`config.mk`:
```
export PLATFORM = sky130hd
export DESIGN_NAME = weight_pattern_gen
export DESIGN_NICKNAME = d
export VERILOG_FILES = /design/src/rtl/weight_pattern_gen.sv
export SDC_FILE = /design/constraint.sdc
export NUM_CORES = 1
export LEC_CHECK = 0
export ABC_AREA = 1
export CORE_MARGIN = 3
export CORE_UTILIZATION = 45
export DETAILED_ROUTE_END_ITERATION = 10
export PLACE_DENSITY = 0.66
export SLEW_MARGIN = 30
export SYNTH_ARGS = -nofsm -noshare
export SYNTH_HDL_FRONTEND = slang
export SYNTH_SLANG_ARGS = --single-unit
```
`constraint.sdc`:
```
create_clock -name clk -period 4.67 [get_ports clk]
set_input_delay 0.934 -clock clk [delete_from_list [all_inputs] [get_ports clk]]
set_output_delay 0.934 -clock clk [all_outputs]
set_load 0.02 [all_outputs]
```
`src/rtl/weight_pattern_gen.sv`:
```
`default_nettype none
// ============================================================================
// weight_pattern_gen
//   Emits every N-bit word of Hamming weight k, in increasing numeric order,
//   one word per valid/ready handshake.
//   Revision: 1.0
// ============================================================================
module weight_pattern_gen #(
  parameter int N     = 8,
  parameter int CW    = 4,
  parameter int IDX_W = 8
) (
  input  logic             clk,
  input  logic             rst_n,
  input  logic             start,
  input  logic [CW-1:0]    weight,
  output logic             busy,
  output logic             out_valid,
  input  logic             out_ready,
  output logic [N-1:0]     pattern,
  output logic [IDX_W-1:0] out_index,
  output logic             out_last,
  output logic             done,
  output logic             err
);

  typedef enum logic [1:0] {
    S_IDLE = 2'd0,
    S_LOAD = 2'd1,
    S_EMIT = 2'd2
  } state_t;

  localparam logic [CW:0]  c_N   = (CW+1)'(N);
  localparam logic [N:0]   c_ONE = (N+1)'(1);
  localparam logic [CW:0]  c_SH1 = (CW+1)'(1);

  state_t           r_state;
  state_t           w_state_nxt;
  logic [CW-1:0]    r_k;
  logic [N-1:0]     r_pattern;
  logic [IDX_W-1:0] r_index;
  logic             r_last;
  logic             r_done;
  logic             r_err;

  logic             w_weight_ok;
  logic [N-1:0]     w_init;
  logic [N-1:0]     w_ones_k;
  logic [N-1:0]     w_mask;
  logic             w_is_last_cur;
  logic             w_is_last_succ;

  logic [N:0]       w_p;
  logic [N:0]       w_t;
  logic [N:0]       w_t1;
  logic [N:0]       w_low;
  logic [N:0]       w_tail;
  logic [N:0]       w_succ;
  logic [CW-1:0]    w_ctz;
  logic [CW:0]      w_shamt;

  assign w_weight_ok = ({1'b0, weight} <= c_N);

  // Smallest word of weight k: k ones packed at the bottom.
  assign w_init   = ~({N{1'b1}} << weight);

  // Largest word of weight k: k ones packed at the top.
  assign w_ones_k = ~({N{1'b1}} << r_k);
  assign w_mask   = w_ones_k << (c_N - {1'b0, r_k});

  assign w_is_last_cur = (r_pattern == w_mask);

  // Index of the lowest set bit of the current word.
  always_comb begin
    w_ctz = '0;
    for (int i = N - 1; i >= 0; i--) begin
      if (r_pattern[i]) begin
        w_ctz = CW'(i);
      end
    end
  end

  // Gosper successor in N+1 bits so the carry out of the top is never lost.
  assign w_p     = {1'b0, r_pattern};
  assign w_t     = w_p | (w_p - c_ONE);
  assign w_t1    = w_t + c_ONE;
  assign w_low   = (~w_t & w_t1) - c_ONE;
  assign w_shamt = {1'b0, w_ctz} + c_SH1;
  assign w_tail  = w_low >> w_shamt;
  assign w_succ  = w_t1 | w_tail;

  assign w_is_last_succ = (w_succ == {1'b0, w_mask});

  always_ff @(posedge clk or negedge rst_n) begin
    if (!rst_n) begin
      r_state <= S_IDLE;
    end else begin
      r_state <= w_state_nxt;
    end
  end

  always_comb begin
    w_state_nxt = r_state;
    busy        = 1'b0;
    out_valid   = 1'b0;
    case (r_state)
      S_IDLE: begin
        if (start && w_weight_ok) begin
          w_state_nxt = S_LOAD;
        end
      end
      S_LOAD: begin
        busy        = 1'b1;
        w_state_nxt = S_EMIT;
      end
      S_EMIT: begin
        busy      = 1'b1;
        out_valid = 1'b1;
        if (out_ready && r_last) begin
          w_state_nxt = S_IDLE;
        end
      end
      default: begin
        w_state_nxt = S_IDLE;
      end
    endcase
  end

  always_ff @(posedge clk or negedge rst_n) begin
    if (!rst_n) begin
      r_k       <= '0;
      r_pattern <= '0;
      r_index   <= '0;
      r_last    <= 1'b0;
      r_done    <= 1'b0;
      r_err     <= 1'b0;
    end else begin
      r_done <= 1'b0;
      r_err  <= 1'b0;
      case (r_state)
        S_IDLE: begin
          if (start) begin
            if (w_weight_ok) begin
              r_k       <= weight;
              r_pattern <= w_init;
              r_index   <= '0;
              r_last    <= 1'b0;
            end else begin
              r_err <= 1'b1;
            end
          end
        end
        S_LOAD: begin
          r_last <= w_is_last_cur;
        end
        S_EMIT: begin
          if (out_ready) begin
            if (r_last) begin
              r_done <= 1'b1;
            end else begin
              r_pattern <= w_succ[N-1:0];
              r_index   <= r_index + IDX_W'(1);
              r_last    <= w_is_last_succ;
            end
          end
        end
        default: begin
        end
      endcase
    end
  end

  assign pattern   = r_pattern;
  assign out_index = r_index;
  assign out_last  = r_last;
  assign done      = r_done;
  assign err       = r_err;

endmodule
`default_nettype wire

```
# After elaboration in Yosys (flattened, before gate mapping)
# Index checks and enable logic that the tools add are counted.
# word_totals
reg_bits	25
input_bits	8
out_inout_bits	21
elab_cells	78
# op_classes
addsub	6
order_cmp	1
eq_ne	10
shift	4
n_mux	34
n_bitwise	6
reduce_logical	10
# op_table
op	count
8-bit 2-to-1 mux	8
8-bit case mux with 2 select lines	2
4-bit 2-to-1 mux	5
8-bit inverter	2
8-bit by 4-bit << shifter with 8-bit output (first input constant)	2
1-bit 2-to-1 mux	12
2-bit != test (second input constant)	6
9-bit by 1-bit adder with 9-bit output (second input constant)	1
9-bit AND	1
9-bit by 8-bit equality test with 1-bit output	1
3-bit 2-to-1 mux	3
9-bit inverter	1
8-bit by 9-bit bitwise OR with 9-bit output	1
9-bit bitwise OR	1
9-bit by 5-bit >> shifter with 9-bit output	1
8-bit by 1-bit subtractor with 9-bit output (second input constant)	1
9-bit by 1-bit subtractor with 9-bit output (second input constant)	1
8-bit by 1-bit adder with 8-bit output (second input constant)	1
8-bit equality test	1
8-bit by 5-bit << shifter with 8-bit output	1
2-bit case mux with 3 select lines	1
4-bit by 1-bit adder with 5-bit output (second input constant)	1
5-bit AND reduction	1
4-bit by 4-bit subtractor with 5-bit output (first input constant)	1
13 further kinds	15

# Depth between registers and ports, before layout
# Gate-level depths: netlist of run 1.
# depth
ltp_word	15
ltp_mapped	31
ltp_nobuf	31

# Worst setup path after synthesis of run 1
# OpenSTA, ideal clock, no wires.
# synth_path
kind	reg2reg
startpoint	register r_pattern[0], in the netlist pattern[0]
endpoint	register r_last, in the netlist out_last
setup_ps	120
t_arrival_ps	2789
required_ps	4550
slack_ps	1760
path_stages_with_launch	32
path_buffers	0
period_less_slack_ps	2910
cell_sequence	dfrtp_1 inv_2 nand2_2 inv_2 nand2_2 nor2_4 inv_1 o21ai_0 inv_1 nor3_1 nand2_1 inv_1 ha_1 inv_1 nand2_1 nor2_1 nand2_1 nand2_1 nand2_2 nand3_1 nand3_1 nand3_1 nand2_1 nand2_1 nand2_1 inv_1 nand2_1 nor2_1 nand2_1 nand2_1 nand2_1 nand2_1
# synth_via
elab_chain_cells	11
word_cells_on_any_way	15
classes_between	add/sub (4); eq/ne (2); shift (1); mux (4); bitwise (4)
# synth_lines
element	line_no	source
start: declaration	40	logic [N-1:0] r_pattern;
start signal: assignment	145	r_pattern <= w_init;
start signal: assignment	161	r_pattern <= w_succ[N-1:0];
8-bit by 1-bit subtractor with 9-bit output	85	assign w_t = w_p | (w_p - c_ONE);
8-bit by 9-bit bitwise OR with 9-bit output	85	
9-bit by 1-bit adder with 9-bit output or 9-bit inverter (tied branches)	86, 87	
9-bit AND	87	assign w_low = (~w_t & w_t1) - c_ONE;
9-bit by 1-bit subtractor with 9-bit output	87	
9-bit by 5-bit >> shifter with 9-bit output	89	assign w_tail = w_low >> w_shamt;
9-bit bitwise OR	90	assign w_succ = w_t1 | w_tail;
9-bit by 8-bit equality test with 1-bit output	92	assign w_is_last_succ = (w_succ == {1'b0, w_mask});
1-bit 2-to-1 mux	158	if (r_last) begin
1-bit 2-to-1 mux	157	if (out_ready) begin
1-bit case mux with 3 select lines (*)	140	case (r_state)
end signal: assignment	154	r_last <= w_is_last_cur;
end signal: assignment	163	r_last <= w_is_last_succ;
end: declaration	42	logic r_last;
# Mark *: on every way between the ends. The rest lies on a longest branch, timed or not. The select of a mux whose other input is x is not followed.
# A chain may end at the register's enable or synchronous reset.

# Worst setup path after layout of run 1
# Same ends and word-level chain as after synthesis.

==> results of run 1 <==
==> critical path, delay by kind of cell (launching register included) <==
family | cells | cell delay (ns)
DFF | 1 | 0.45
buffers and inverters | 6 | 0.53
and+or+nand+nor | 22 | 1.91
adders and majority gates | 1 | 0.15
AOI/OAI and AO/OA | 1 | 0.13
==> state kept, by name (all words and copies together) (netlist names) <==
register	count
r_state	2
pattern	8
done	1
err	1
out_index	8
out_last	1
r_k	4
==> per-layer routing <==
metal  global-route usage  vias up  routed length, um
met2                0.338       57               3030
li1                     -     1435                  -
met5                    0        -                  0
met4               0.0474        0                 55
met1                0.313     1251               3340
met3               0.0195        7                317
==> logic make-up after synthesis <==
group           count (synthesis)  synth area share
compound gates                 53             0.116
xor+xnor                        5            0.0194
fa+ha+maj                      15            0.0708
buf+inv                        69             0.103
flops                          25             0.236
simple gates                  255             0.455
==> layout make-up <==
cell class | instances | area, sq um
repair buffers | 29 | 288
fillers | 623 | 2570
clock buffers | 4 | 45.0
flip-flops and latches | 25 | 626
multi-input cells | 328 | 1750
well taps | 72 | 90.1
inverters | 63 | 236
==> per-stage QoR <==
stage               instance area [sq um]  instances  worst slack (ns)  hold slack [ns]   util
global placement                     2990        517              1.28            0.518  0.533
detailed placement                   2990        517              1.23            0.518  0.533
finish                               3040        521              1.43            0.539  0.541
floorplan                            2650        422              1.76            0.481      -
CTS                                  3040        521              1.45            0.542  0.541
global route                         3040        521             0.892            0.560  0.541
==> cell usage after synthesis (3+ instances only) <==
| cell | n |
|---|---|
| a211oi_1 | 3 |
| a21oi_1 | 19 |
| and3_1 | 3 |
| clkbuf_1 | 3 |
| dfrtp_1 | 25 |
| ha_1 | 15 |
| inv_1 | 48 |
| inv_2 | 15 |
| nand2_1 | 118 |
| nand2_2 | 12 |
| nand3_1 | 57 |
| nand3_2 | 9 |
| nand3b_1 | 4 |
| nand4_1 | 6 |
| nor2_1 | 34 |
| nor2_2 | 3 |
| nor2_4 | 3 |
| nor3_1 | 5 |
| o21ai_0 | 19 |
| xor2_1 | 3 |
==> path summary, 6_finish.rpt <==
check | from | end | slack (ns)
max | pattern[0] | out_last | 1.43
min | r_state[0] | r_state[0] | 0.54
max reg2reg | pattern[0] | out_last | 1.43
min reg2reg | r_state[0] | r_state[0] | 0.54
max in group asynchronous | rst_n | pattern[3] | 3.38
min in group asynchronous | rst_n | out_index[0] | 1.03
==> placed cells by master, fill, tap and decap left out, types with 4 or more instances in the layout <==
master	n
dfrtp_1	25
inv_2	15
nand2_2	12
nand4_1	6
o21ai_0	19
nand3b_1	4
nand2_1	118
nor3_1	5
inv_1	48
a21oi_1	19
nor2_1	34
clkdlybuf4s50_1	28
nand3_2	9
ha_1	15
nand3_1	57
==> results.tsv, run 1 <==
metric	value	unit
grt_start_max_net_pins	26	
syn_area	0.00265	sq mm
die_x	82.7	um
slew_violations	0	
post-route-period-util	0.693	
coreArea	0.00561	sq mm
grt_pass1_vias	2483	
synth_cells	422	
timing.critical_path.mode_cell	nand2_1	
nets	473	
num_antenna_cells	0	
dp_hpwl	5440	um
yosysSeqAreaShare	0.236	
relSlewSlack	0.453	
finalHoldViolCount	0	
status	completed	
clock_skew	0.00567	ns
min_delay_path_depth	2	
gp_congestion	0.888	
synth_edf_count	0	
vias	2750	
worstSkewPairLatency	0.27	ns
r2r_cells	30	
grt-ovfl-total	0	
cp-start-kind	flip-flop	
synth.distinct_cells	34	
initial_core_util	0.473	
cts_setup_buffers	0	
min_period	3.24	ns
cp_slowest_stage_delay	0.45	ns
postCtsHoldBufs	0	
drt_iter0_drc	196	
ioPinCount	29	
clock_sinks	25	
synth_area_leader_cell	dfrtp_1	
cts_root_buffer	clkbuf_8	
ctsResizeCount	0	
hold_path.class	flip-flop to flip-flop	
numPortBuffers	28	
rows	27	
cp_max_fo	9	
wl_per_cell	12.9	um
drive_gt1_frac	0.111	
yosys-top-cells-area	dfrtp_1, nand2_1, nand3_1	
viasPerCell	5.28	
worst_setup_path_end_kind	flip-flop	
ys_ff_latch	25	
die_area	0.00685	sq mm
rsz0062_at_grt	no	
slowest_stage	dfrtp_1	
cts_tree	done	
max_cap_viol_count	0	
ys.flop_type	dfrtp_1	
grt_pass1_wl	11400	um
ant_nets	0	
numCtsBuffers	3	
finalSetupTns	0	ns
synth_nets	445	
avgSynthCellArea	6.28	sq um
worst_pin_slew	0.817	ns
async_reset_ff_frac	1.00	
crit_required	4.88	ns
finalWirelength	6740	um
dr.pass1.iters	4	
drc	0	
synth_top_area_frac	0.236	
criticalPathCategory	flip-flop to flip-flop	
yosysWarnings	0	
fmax	309	MHz
antenna_found_initial	0	
cts_max_path_buffers	2	
fp.dieH	82.7	um
syn_to_final_growth	14.5	%
track_usage	0.213	
cts_max_level	1	
worstPathArrival	3.45	ns
clkTransAtPathRegs	0.09	ns
setup_viol	0	
Power of run 1 is left out: the tool's default activity adds up to more than one toggle a clock period on the data nets, which glitch-free logic cannot reach.
==> run 2: changes to the inputs <==
clock period = 3.2 ns   (was 4.67 ns; I/O delays follow)
==> run 2 against run 1 <==
Compared with the run above:
- worst setup slack lost 1.2 ns
- critical path type unchanged
- global-route usage rose by 0.36 points
- fmax up 7.7%
- highest routed layer unchanged
- sequential cell count did not move
==> results.tsv, run 2 (synthesis results as in run 1) <==
metric	value	unit
status	completed	
viasPerCell	5.39	
worstSkewPairLatency	0.27	ns
clock_skew	0.00347	ns
dp_hpwl	5490	um
nets	488	
cts_max_level	1	
die_x	82.7	um
cp_max_fo	5	
initial_core_util	0.473	
ant_nets	0	
vias	2888	
min_period	3.01	ns
cp_slowest_stage_delay	0.45	ns
fp.dieH	82.7	um
clkTransAtPathRegs	0.09	ns
slew_violations	0	
syn_to_final_growth	21.9	%
num_antenna_cells	0	
grt_start_max_net_pins	26	
ioPinCount	29	
grt-ovfl-total	0	
numPortBuffers	28	
met1_length	3370	um
postLayoutCellArea	0.00323	sq mm
layout_common_cells	nand2_1, nand3_1, inv_1	
worst_hold_slack	0.534	ns
finalWirelength	7060	um
die_area	0.00685	sq mm
fillerInstances	572	
numCtsBuffers	3	
worst_pin_slew	0.450	ns
drt_iter0_drc	178	
grt_pass1_vias	2567	
fin_cells	536	
wl_per_cell	13.2	um
timing.critical_path.mode_cell	nand2_1	
mostFrequentLayoutCell	nand2_1	
worstPathArrival	3.21	ns
max_cap_viol_count	0	
fin_util	0.576	
slowest_stage	dfrtp_2	
antenna_found_initial	0	
relSlewSlack	0.699	
multi_input_area	0.00183	sq mm
coreArea	0.00561	sq mm
dp.cells	523	
cts_root_buffer	clkbuf_8	
crit_required	3.41	ns
worst_setup_path_end_kind	flip-flop	
fmax	333	MHz
post-route-period-util	0.939	
criticalPathCategory	flip-flop to flip-flop	
grt_pass1_wl	11800	um
cts_max_path_buffers	2	
cp-start-kind	flip-flop	
final-seq-area	627	sq um
track_usage	0.217	
gp_congestion	0.872	
cts_tree	done	
drc	0	
top_layer_used	met4	
rows	27	
dr.pass1.iters	6	
clock_sinks	25	
met2_length	3250	um
place_area	0.00304	sq mm
wl_met3	379	um
setup_viol	0	
hold_path.class	flip-flop to flip-flop	
drive_gt1_frac	0.179	
rsz0062_at_grt	yes	
finalHoldViolCount	0	
-- run 2: cell count changes in the layout (fill, tap and decap cells not counted), moves of 3 or more --
cell     previous run  this run
nand2_4             0         3
buf_4               1        16
nand2_1           118       114
nand3_2             9        12
nand3_1            57        53
inv_1              48        44
-- run 2: repair_timing --
item	4_1_cts	5_1_grt
setup buffers	0	9
hold buffers	0	0
gates resized for setup	0	26
setup endpoints to repair	0	8
-- run 2: final cells by class --
type / instances / area share
timing repair buffer: 44 / 0.124
clock buffer: 4 / 0.0139
tap: 72 / 0.0279
multi-input combinational: 328 / 0.565
sequential: 25 / 0.194
inverter: 63 / 0.0748
-- run 2: worst paths after layout --
check	cells after the start	endpoint	slack, ns	start
setup / recovery	29	out_last	0.19	pattern[1]
hold / removal	1	out_index[0]	0.53	out_index[0]
setup reg to reg	29	out_last	0.19	pattern[1]
hold reg to reg	1	out_index[0]	0.53	out_index[0]
max in group asynchronous	2	pattern[1]	2.19	rst_n
min in group asynchronous	2	out_index[3]	0.73	rst_n
-- run 2: critical path: cells and delay by family, from the launching register on --
family,cells,cell delay [ns]
buffers and inverters,6,0.49
AOI/OAI and AO/OA,1,0.14
DFF,1,0.45
and+or+nand+nor,21,1.71
adders and majority gates,1,0.16
-- run 2: through the flow --
stage	setup TNS, ns	setup slack (ns)
final	0	0.194
after global routing	-0.0363	-0.0363
after CTS	0	0.0260
after detailed placement	0	0.0354
after global placement	0	0.163
after floorplan	0	0.290
-- run 2: routing by layer --
layer | vias up | track usage
li1 | 1452 | -
met1 | 1338 | 0.312
met3 | 8 | 0.0228
met4 | 0 | 0.0490
met5 | - | 0
met2 | 90 | 0.349
Power of run 2 is left out for the same reason.
